$ cat src/rtl/keypad_pkg.sv
// Shared types, defaults and the key-code width helper for the keypad scanner.
package keypad_pkg;

   typedef enum logic [1:0] {
      DRIVE,
      SAMPLE,
      EVAL
   } scan_state_t;

   typedef enum logic [1:0] {
      NONE,
      ONE,
      MULTI
   } scan_class_t;

   localparam int DEF_ROWS           = 4;
   localparam int DEF_COLS           = 4;
   localparam int DEF_SETTLE_CYCLES  = 4;
   localparam int DEF_DEBOUNCE_SCANS = 3;
   localparam int DEF_FIFO_DEPTH     = 4;
   localparam int DEF_REPEAT_SCANS   = 64;

   function automatic int code_width(input int n_keys);
      return (n_keys <= 2) ? 1 : $clog2(n_keys);
   endfunction

endpackage

$ cat src/rtl/keypad_fifo.sv
// First-word-fall-through queue for key events; a push on a full queue without
// a simultaneous pop is dropped and reported with a one-cycle overflow pulse.
module keypad_fifo #(
   parameter int WIDTH = 4,
   parameter int DEPTH = 4
) (
   input  logic             clk,
   input  logic             rst,
   input  logic             push,
   input  logic [WIDTH-1:0] push_data,
   input  logic             pop,
   output logic [WIDTH-1:0] pop_data,
   output logic             full,
   output logic             empty,
   output logic             overflow
);

   localparam int AW = $clog2(DEPTH);

   logic [WIDTH-1:0] mem [DEPTH];
   logic [AW:0]      wr_ptr;
   logic [AW:0]      rd_ptr;
   logic             do_push;
   logic             do_pop;

   assign empty   = (wr_ptr == rd_ptr);
   assign full    = (wr_ptr[AW] != rd_ptr[AW]) && (wr_ptr[AW-1:0] == rd_ptr[AW-1:0]);
   assign do_pop  = pop && !empty;
   // A pop in the same cycle frees the slot, so a push on full still lands.
   assign do_push = push && (!full || do_pop);

   always_ff @(posedge clk) begin
      if (rst) begin
         wr_ptr   <= '0;
         rd_ptr   <= '0;
         overflow <= 1'b0;
      end else begin
         if (do_push) wr_ptr <= wr_ptr + 1'b1;
         if (do_pop)  rd_ptr <= rd_ptr + 1'b1;
         overflow <= push && full && !do_pop;
      end
   end

   always_ff @(posedge clk) begin
      if (do_push) mem[wr_ptr[AW-1:0]] <= push_data;
   end

   assign pop_data = empty ? '0 : mem[rd_ptr[AW-1:0]];

endmodule

$ cat src/rtl/keypad_scanner.sv
// Matrix keypad scanner: one-hot column drive, synchronised row sampling, whole-scan
// debounce of a single key and a FWFT event queue. KEYPAD_REPEAT_EN adds auto-repeat.
//
// state  | meaning
// DRIVE  | current column driven, settle counter running
// SAMPLE | synced rows captured into the scan image for the current column
// EVAL   | columns released, image classified, debounce/event update
module keypad_scanner
   import keypad_pkg::*;
#(
   parameter int ROWS           = DEF_ROWS,
   parameter int COLS           = DEF_COLS,
   parameter int SETTLE_CYCLES  = DEF_SETTLE_CYCLES,
   parameter int DEBOUNCE_SCANS = DEF_DEBOUNCE_SCANS,
   parameter int FIFO_DEPTH     = DEF_FIFO_DEPTH,
   parameter int REPEAT_SCANS   = DEF_REPEAT_SCANS,
   localparam int CW            = code_width(ROWS * COLS)
) (
   input  logic            clk,
   input  logic            rst,
   input  logic            scan_en,
   input  logic [ROWS-1:0] row,
   output logic [COLS-1:0] col,
   output logic            key_valid,
   output logic [CW-1:0]   key_code,
   input  logic            key_ready,
   output logic            key_held,
   output logic            overflow
);

   localparam int NK  = ROWS * COLS;
   localparam int CIW = $clog2(COLS);
   localparam int SW  = $clog2(SETTLE_CYCLES);
   localparam int PW  = $clog2(DEBOUNCE_SCANS + 1);

   if (ROWS < 2 || ROWS > 8 || COLS < 2 || COLS > 8 || SETTLE_CYCLES < 3 ||
       DEBOUNCE_SCANS < 1 || FIFO_DEPTH < 2 || (FIFO_DEPTH & (FIFO_DEPTH - 1)) != 0 ||
       REPEAT_SCANS < 1) begin : g_bad_param
      $error("keypad_scanner: parameter out of range");
   end

   logic [ROWS-1:0] row_meta;
   logic [ROWS-1:0] row_sync;
   logic            scan_act;
   logic            run;

   scan_state_t     state, state_nxt;
   logic [CIW-1:0]  col_idx, col_idx_nxt;
   logic [SW-1:0]   settle_cnt, settle_nxt;
   logic [NK-1:0]   image, image_nxt;

   scan_class_t     scan_class;
   logic [CW-1:0]   hit_code;

   logic [CW-1:0]   cand, cand_nxt;
   logic            cand_v, cand_v_nxt;
   logic [PW-1:0]   press_cnt, press_nxt;
   logic [PW-1:0]   rel_cnt, rel_nxt;
   logic            reported, reported_nxt;
   logic            push;
   logic            fifo_empty;
   logic            unused_fifo_full;

`ifdef KEYPAD_REPEAT_EN
   localparam int RW = $clog2(REPEAT_SCANS + 1);
   logic [RW-1:0]   rep_cnt, rep_nxt;
   logic [CW-1:0]   held_code, held_code_nxt;
`endif

   // scan_act delays the start by one cycle so col stays 0 while rst is asserted.
   always_ff @(posedge clk) begin
      if (rst) begin
         row_meta <= '0;
         row_sync <= '0;
         scan_act <= 1'b0;
      end else begin
         row_meta <= row;
         row_sync <= row_meta;
         scan_act <= scan_en;
      end
   end

   assign run = scan_en && scan_act;

   always_comb begin
      state_nxt   = state;
      col_idx_nxt = col_idx;
      settle_nxt  = settle_cnt;
      if (!run) begin
         state_nxt   = DRIVE;
         col_idx_nxt = '0;
         settle_nxt  = '0;
      end else begin
         case (state)
            DRIVE: begin
               if (settle_cnt == SW'(SETTLE_CYCLES - 1)) begin
                  state_nxt  = SAMPLE;
                  settle_nxt = '0;
               end else begin
                  settle_nxt = settle_cnt + 1'b1;
               end
            end
            SAMPLE: begin
               if (col_idx == CIW'(COLS - 1)) begin
                  state_nxt = EVAL;
               end else begin
                  state_nxt   = DRIVE;
                  col_idx_nxt = col_idx + 1'b1;
               end
            end
            EVAL: begin
               state_nxt   = DRIVE;
               col_idx_nxt = '0;
            end
            default: state_nxt = DRIVE;
         endcase
      end
   end

   always_comb begin
      col       = '0;
      image_nxt = image;
      for (int c = 0; c < COLS; c++) begin
         if (run && state != EVAL && CIW'(c) == col_idx) col[c] = 1'b1;
      end
      if (!run) begin
         image_nxt = '0;
      end else if (state == SAMPLE) begin
         for (int r = 0; r < ROWS; r++) begin
            for (int c = 0; c < COLS; c++) begin
               if (CIW'(c) == col_idx) image_nxt[r * COLS + c] = row_sync[r];
            end
         end
      end
   end

   // Population count saturates at two; the lowest set bit gives the code.
   always_comb begin
      logic [1:0] ones;
      ones     = 2'd0;
      hit_code = '0;
      for (int i = 0; i < NK; i++) begin
         if (image[i]) begin
            if (ones == 2'd0) hit_code = CW'(i);
            if (ones != 2'd2) ones = ones + 2'd1;
         end
      end
      case (ones)
         2'd0:    scan_class = NONE;
         2'd1:    scan_class = ONE;
         default: scan_class = MULTI;
      endcase
   end

   always_comb begin
      cand_nxt     = cand;
      cand_v_nxt   = cand_v;
      press_nxt    = press_cnt;
      rel_nxt      = rel_cnt;
      reported_nxt = reported;
      push         = 1'b0;
`ifdef KEYPAD_REPEAT_EN
      rep_nxt       = rep_cnt;
      held_code_nxt = held_code;
`endif
      if (!run) begin
         cand_nxt     = '0;
         cand_v_nxt   = 1'b0;
         press_nxt    = '0;
         rel_nxt      = '0;
         reported_nxt = 1'b0;
`ifdef KEYPAD_REPEAT_EN
         rep_nxt = '0;
`endif
      end else if (state == EVAL) begin
         case (scan_class)
            NONE: begin
               press_nxt = '0;
               if (rel_cnt != PW'(DEBOUNCE_SCANS)) rel_nxt = rel_cnt + 1'b1;
               if (rel_nxt == PW'(DEBOUNCE_SCANS)) begin
                  reported_nxt = 1'b0;
`ifdef KEYPAD_REPEAT_EN
                  rep_nxt = '0;
`endif
               end
            end
            ONE: begin
               rel_nxt = '0;
               if (cand_v && cand == hit_code) begin
                  if (press_cnt != PW'(DEBOUNCE_SCANS)) press_nxt = press_cnt + 1'b1;
               end else begin
                  cand_nxt   = hit_code;
                  cand_v_nxt = 1'b1;
                  press_nxt  = PW'(1);
               end
               if (!reported && press_nxt == PW'(DEBOUNCE_SCANS)) begin
                  push         = 1'b1;
                  reported_nxt = 1'b1;
`ifdef KEYPAD_REPEAT_EN
                  held_code_nxt = hit_code;
                  rep_nxt       = '0;
               end else if (reported && hit_code == held_code) begin
                  if (rep_cnt == RW'(REPEAT_SCANS - 1)) begin
                     push    = 1'b1;
                     rep_nxt = '0;
                  end else begin
                     rep_nxt = rep_cnt + 1'b1;
                  end
`endif
               end
            end
            MULTI: begin
               press_nxt  = '0;
               rel_nxt    = '0;
               cand_nxt   = '0;
               cand_v_nxt = 1'b0;
`ifdef KEYPAD_REPEAT_EN
               rep_nxt = '0;
`endif
            end
            default: ;
         endcase
      end
   end

   always_ff @(posedge clk) begin
      if (rst) begin
         state      <= DRIVE;
         col_idx    <= '0;
         settle_cnt <= '0;
         image      <= '0;
         cand       <= '0;
         cand_v     <= 1'b0;
         press_cnt  <= '0;
         rel_cnt    <= '0;
         reported   <= 1'b0;
`ifdef KEYPAD_REPEAT_EN
         rep_cnt    <= '0;
         held_code  <= '0;
`endif
      end else begin
         state      <= state_nxt;
         col_idx    <= col_idx_nxt;
         settle_cnt <= settle_nxt;
         image      <= image_nxt;
         cand       <= cand_nxt;
         cand_v     <= cand_v_nxt;
         press_cnt  <= press_nxt;
         rel_cnt    <= rel_nxt;
         reported   <= reported_nxt;
`ifdef KEYPAD_REPEAT_EN
         rep_cnt    <= rep_nxt;
         held_code  <= held_code_nxt;
`endif
      end
   end

   assign key_held  = reported;
   assign key_valid = !fifo_empty;

   // Queue fullness is only observable here through the overflow pulse.
   keypad_fifo #(
      .WIDTH (CW),
      .DEPTH (FIFO_DEPTH)
   ) u_fifo (
      .clk       (clk),
      .rst       (rst),
      .push      (push),
      .push_data (hit_code),
      .pop       (key_ready),
      .pop_data  (key_code),
      .full      (unused_fifo_full),
      .empty     (fifo_empty),
      .overflow  (overflow)
   );

endmodule

$ cat config.mk
export PLATFORM = sky130hd
export DESIGN_NAME = keypad_scanner
export DESIGN_NICKNAME = d
export VERILOG_FILES = /design/src/rtl/keypad_pkg.sv /design/src/rtl/keypad_fifo.sv /design/src/rtl/keypad_scanner.sv
export SDC_FILE = /design/constraint.sdc
export NUM_CORES = 1
export LEC_CHECK = 0
export CAP_MARGIN = 20
export CORE_MARGIN = 4
export CORE_UTILIZATION = 60
export CTS_CLUSTER_DIAMETER = 40
export DETAILED_ROUTE_END_ITERATION = 12
export PLACE_DENSITY = 0.75
export SLEW_MARGIN = 20
export SYNTH_ARGS = -nofsm -noshare
export SYNTH_HDL_FRONTEND = slang
export SYNTH_HIERARCHICAL = 1
export SYNTH_SLANG_ARGS = --single-unit
$ cat constraint.sdc
create_clock -name clk -period 10 [get_ports clk]
set_clock_uncertainty 0.1 [all_clocks]
set_input_delay 1.5 -clock clk [delete_from_list [all_inputs] [get_ports clk]]
set_output_delay 1.5 -clock clk [all_outputs]
set_load 0.01 [all_outputs]
==> metrics.txt, run 1 <==
Global Route Usage Sum 0.249; final antenna diode count 0; CORE AREA 0.00834 mm2; TritonCTS clock tree done; DP HPWL 9.36 mm; Hold EP row_sync[1]; Design Area, Final 0.00563 mm2; GP Congestion 0.865; Wirelength per Cell 17.5 um; Peak VDD IR 0.0726 mV; Mapped Avg Cell Area 8.66 um2; Detailed Route WL 12.5 mm; via count 4,770; post-route insts no fill 717; reg2reg path depth 30; Synth async-reset ratio 0; Setup Fix Bufs, Post-CTS 0; sequential share of the synthesized area 0.283; syn nets 630; largest cells by area after synthesis dfxtp_1, edfxtp_1, nand2_1; Gate Count Post-Synth 604; Net Sw Frac 0.243; Chip Width 101 um; critical path type register to register; hold_buf cts 0; Post-synth EDFFs 16; post_cts resized 0; Synth top cells by count nand2_1, dfxtp_1, a21oi_1; top sig layer met4; CP max stage cell or4b_4; part of the cycle the worst path needs 0.828; Clock Tree Root clkbuf_8; Final Critical Period 8.28 ns; Hold Path Stages 1; PwrDens 92.5 mW/mm2; worst r2r src image[0]; I/O pin total 19; First-pass DRT Iterations 5; cell taking the most area after synthesis dfxtp_1; post-synthesis cell type count 104; total of max-cap violations 0; placed cells 701; Crit Path Max Fanout 10; DRT iter0 DRCs 376; Buffers on Ports 18; outcome completed; final max-slew violation count 0; grt ovf 0; RSZ-0062 raised after global routing false; CTS H-tree lvls 3; met2 wire len 5.89 mm; largest stage delay on the critical path 0.57 ns; Rel. slew slack 0.471; Main synth FF type dfxtp_1; starting density of the core 0.627; die height 101 um; Cell Area, Placed 0.00543 mm2; Combinational Power Share 0.047; # setup viols final 0; leakage power 1.92 nW; clock buffer depth 2; setup_tns 0 ns; NetSw 126 uW; #FFs+latches synth 66; flop2flop setup slack 1.72 ns; worst skew pair latency 0.35 ns; CTS sink count 66; share of post-route cells with drive strength above 1 0.131; Worst setup SP type register; Hold Crit Class register to register; Synth Cell Area 0.00523 mm2; WL met1 5.75 mm; first-pass GRT wire length 20.8 mm; fmax 121 MHz; fin nets 633; final hold viol count 0; Crit. End Element register; most frequent cell after synthesis nand2_1; row count 33; clock power share 0.416; number of global-route vias before repair 4,317; Routed Antenna Nets 0; total of warnings raised by yosys 6; FILL cells 716; Area Growth Syn to Fin 7.56%; Num CTS Buffers 9; initial antenna violation count 0; crit path launch image[0]; Slew @ Worst Pin 0.790 ns; Reg clk slew, reported paths 0.08 ns; hold path start row_meta[1]; area share of the largest cell type after synthesis 0.191; arrival time worst endpoint 8.41 ns; internal power 394 uW; Flop pwr share 0.538; DR WL met3 749 um; reg2reg end u_fifo/wr_ptr[2]; die area 0.0103 mm2; DRC 0; Vias per Instance 6.65; pin count of the biggest net entering global routing 29; CP required 10.14 ns
[cell usage in the layout (no fill, tap or decap), types with 4 or more instances in the layout]
cell type        Yosys  routed
nand2_1             71      71
dfxtp_1             50      50
a21oi_1             43      43
nor2_1              39      39
nand3_1             32      32
inv_1               21      21
nor2b_1             20      20
ha_1                18      18
clkdlybuf4s50_1      0      18
edfxtp_1            16      16
o21ai_0             15      15
o211ai_1            15      15
nor3_1              15      15
and2_1              12      12
a211oi_1            10      10
xnor2_1             10      10
nand2b_1             9       9
and3_1               9       9
clkbuf_8             0       9
mux2i_1              8       8
nand4_1              7       7
or2_2                7       7
xor2_1               6       6
a31oi_1              5       5
nand4b_1             4       4
a2bb2oi_1            4       4
or3_1                4       4
a32oi_1              4       4
nor4_1               4       4
nor3b_1              4       4
mux4_2               4       4
[worst max-delay path: cells and delay by family, from the launching register on]
family                     cells  cell delay [ns]
buffers and inverters          2             0.20
DFF                            1             0.38
xor gates and xnor gates       2             0.37
AOI/OAI and AO/OA             10             2.74
and+or+nand+nor               11             2.84
adders and majority gates      3             0.95
muxes                          2             0.58
[worst max-delay path by stage]
stage | endpoint | cells after the start | slack (ns)
CTS | u_fifo/wr_ptr[2] | 30 | 1.77
floorplan | u_fifo/wr_ptr[2] | 32 | 2.74
global placement | u_fifo/wr_ptr[2] | 30 | 2.09
global route | u_fifo/wr_ptr[2] | 32 | 0.90
finish | u_fifo/wr_ptr[2] | 30 | 1.72
detailed placement | u_fifo/wr_ptr[2] | 30 | 1.77
[per-layer routing]
| metal | global-route usage | vias to the layer above |
|---|---|---|
| li1 | - | 2295 |
| met4 | 0.0613 | 0 |
| met3 | 0.0420 | 18 |
| met2 | 0.407 | 198 |
| met1 | 0.345 | 2259 |
| met5 | 0 | - |
[through the flow]
step	hold WS [ns]	setup WS [ns]	power [mW]	utilization
2_1_floorplan	0.314	2.74	0.300	-
3_3_place_gp	0.318	2.09	0.309	0.651
3_5_place_dp	0.324	1.77	0.310	0.651
4_1_cts	0.343	1.77	0.525	0.675
5_1_grt	0.372	0.903	0.541	0.675
6_report	0.340	1.72	0.521	0.675
[sequential cells by signal, indices dropped and copies added, names as in the netlist, 2 cells and up, named ones only]
name,count
row_sync,4
rel_cnt,2
col_idx,2
settle_cnt,2
u_fifo/wr_ptr,3
u_fifo/rd_ptr,3
u_fifo/mem,16
cand,4
press_cnt,2
row_meta,4
image,16
state,2
[power groups by stage]
stage | Clock (mW) | Combinational (mW) | Sequential [mW]
global placement | 0 | 0.0232 | 0.286
CTS | 0.221 | 0.0243 | 0.280
finish | 0.216 | 0.0243 | 0.280
global route | 0.233 | 0.0265 | 0.281
detailed placement | 0 | 0.0240 | 0.286
floorplan | 0 | 0.0154 | 0.285
[final cells by class]
class                      count  area [um2]  area share
clock buffer                  10         149      0.0265
clock inverter                 6        47.5     0.00845
inverter                      21        78.8      0.0140
multi-input combinational    490        3550       0.631
sequential                    66        1480       0.263
tap                          105         131      0.0233
timing repair buffer          19         188      0.0334
[kinds of logic (layout without fill, tap and decap cells)]
kind of cell	Yosys count	after routing	share of synthesized area
AND/OR/NAND/NOR	264	264	0.278
AO/OA/AOI/OAI	171	171	0.270
flip-flops	66	66	0.283
buffers and inverters	48	56	0.0380
XOR/XNOR	21	21	0.0466
adder cells (fa/ha/maj)	18	18	0.0431
multiplexers	16	16	0.0419
(Power assumes the default switching activity.)
==> inputs of run 2 (changes only) <==
- clock period: 10 -> 8 ns (I/O delays scaled with it)
==> run 2 against run 1 <==
Total power rose by 34%; worst setup slack got worse by 1.4 ns; largest cell class unchanged; wire length barely moved; register-to-register slack got worse by 1.4 ns; die area did not move; combinational power rose by 24%; clock power rose by 47%; via count rose by 0.34%; final cell count rose by 2.5%; highest routed layer unchanged.
==> metrics.txt, run 2 (same netlist as run 1, synthesis figures left out) <==
outcome completed; most frequent cells in the layout nand2_1, dfxtp_1, a21oi_1, nor2_1, nand3_1; CP max stage cell or4b_4; DRT iter0 DRCs 317 (-16%); final hold viol count 0 (unchanged); Vias per Instance 6.51 (-2.1%); largest stage delay on the critical path 0.54 ns (-0.03 ns); Area Growth Syn to Fin 14.8%; TritonCTS clock tree done; Global Route Usage Sum 0.243 (-0.00639); flop2flop setup slack 0.35 ns (-1.37 ns); Hold Crit Class register to register; pin count of the biggest net entering global routing 29 (unchanged); Peak VDD IR 0.139 mV (+91%); share of post-route cells with drive strength above 1 0.202 (+0.0709); CTS sink count 66 (unchanged); worst r2r src image[1]; # setup viols final 0 (unchanged); Place WS 0.0753 ns (-1.70 ns); Crit. End Element register; fin nets 651 (+2.8%); Num CTS Buffers 9 (unchanged); PwrDens 116 mW/mm2 (+25%); leakage power 2.06 nW (+7.3%); fmax 131 MHz (+8.2%); slack of the critical path 0.351 ns (-1.37 ns); Slew @ Worst Pin 0.765 ns (-0.0251 ns); part of the cycle the worst path needs 0.956 (+0.128); First-pass DRT Iterations 5 (unchanged); Final Critical Period 7.65 ns (-0.629 ns); PnR Total Power 697 uW (+34%); DP HPWL 9.35 mm (-0.12%); via count 4,786 (+0.34%); met3 Track Usage GR 0.0448 (+0.00275); first-pass GRT wire length 20.4 mm (-1.9%); final max-slew violation count 0 (unchanged); final antenna diode count 0 (unchanged); crit path launch image[1]; die area 0.0103 mm2 (unchanged); initial antenna violation count 0 (unchanged); clock buffer depth 2 (unchanged); Levels on crit path 30 (unchanged); most common cell after layout, fill and taps aside nand2_1; reg2reg end u_fifo/mem[3][0]; Chip Width 101 um (unchanged); CORE AREA 0.00834 mm2 (unchanged); Critical Path End u_fifo/mem[3][0]; critical path type register to register; row count 33 (unchanged); reg2reg path depth 30 (unchanged); Rel. slew slack 0.488 (+0.0168); grt ovf 0 (unchanged); Reg clk slew, reported paths 0.07 ns (about the same); I/O pin total 19 (unchanged); Worst setup SP type register; starting density of the core 0.627 (unchanged); Crit Path Max Fanout 8 (-2); grt peak-use layer met2; Buffers on Ports 18 (unchanged); GP Congestion 0.900 (+4.0%); GR Util met1 0.353 (+0.00784); number of global-route vias before repair 4,232 (-2.0%); Wirelength per Cell 17.1 um (-2.4%); die height 101 um (unchanged); worst skew pair latency 0.33 ns (-0.02 ns); arrival time worst endpoint 7.59 ns (-0.82 ns); Routed Antenna Nets 0 (unchanged); CP required 7.94 ns (-2.20 ns); DRC 0 (unchanged); WP buf/inv 3 (+1); total of max-cap violations 0 (unchanged); Fin Hold WS 0.340 ns (-0.0000630 ns); largest delay contributor family on the critical path compound AO/OA/AOI/OAI gates; Clock Tree Root clkbuf_8; Detailed Route WL 12.5 mm (about the same); CTS H-tree lvls 3 (unchanged); met2 Use GR 0.380 (-0.0267)
[run 2: changes by cell type in the layout (fill, tap and decap cells not counted), sizes merged]
cell | before | now
clkinv | 4 | 1
inv | 22 | 21
clkinvlp | 1 | 0
bufinv | 0 | 1
clkbuf | 10 | 14
buf | 1 | 19
[run 2: worst register-to-register path: cells and delay by family (launching register included)]
family / cells / cell delay, ns
AO/OA/AOI/OAI: 10 / 2.70
AND/OR/NAND/NOR: 11 / 2.16
adder cells (fa/ha/maj): 3 / 0.89
flip-flops: 1 / 0.44
XOR/XNOR: 2 / 0.43
buffers and inverters: 3 / 0.41
multiplexers: 1 / 0.23
[run 2: power by group]
group | internal, mW | leakage, nW | switching (mW)
registers | 0.344 | 0.591 | 0.00549
clock network | 0.191 | 0.117 | 0.125
logic | 0.0152 | 1.35 | 0.0150
[run 2: cell type report]
cell class	instances	area (um2)
tap	105	131
clock inverter	2	38.8
sequential	66	1480
fill	666	2340
clock buffer	14	195
inverter	21	78.8
multi-input combinational	490	3750
timing repair buffer	37	323
[run 2: stage by stage]
| step | instance area, um2 | setup TNS, ns | utilization | std cells |
|---|---|---|---|---|
| after global placement | 5480 | 0 | 0.656 | 707 |
| after detailed placement | 5480 | 0 | 0.656 | 707 |
| after CTS | 5710 | 0 | 0.685 | 723 |
| final | 6000 | 0 | 0.720 | 735 |
| after global routing | 6000 | -0.881 | 0.720 | 735 |
| after floorplan | 5230 | 0 | - | 604 |
[run 2: worst min-delay path by stage]
stage / cells past startpoint / end / slack (ns) / start
final: 1 / row_sync[3] / 0.34 / row_meta[3]
after global routing: 1 / row_sync[1] / 0.36 / row_meta[1]
after CTS: 1 / row_sync[2] / 0.34 / row_meta[2]
after detailed placement: 1 / row_sync[2] / 0.33 / row_meta[2]
after global placement: 1 / row_sync[3] / 0.32 / row_meta[3]
after floorplan: 1 / row_sync[0] / 0.31 / row_meta[0]
[run 2: per-layer routing]
layer	up-vias	share of wire
met5	-	0
li1	2327	-
met2	184	0.47
met3	13	0.063
met1	2262	0.46
met4	0	0.0061
[run 2: what timing repair did]
action | in CTS | in global routing
hold buffers | 0 | 0
setup endpoints to repair | 0 | 19
resized for setup | 0 | 40
setup buffers | 0 | 12
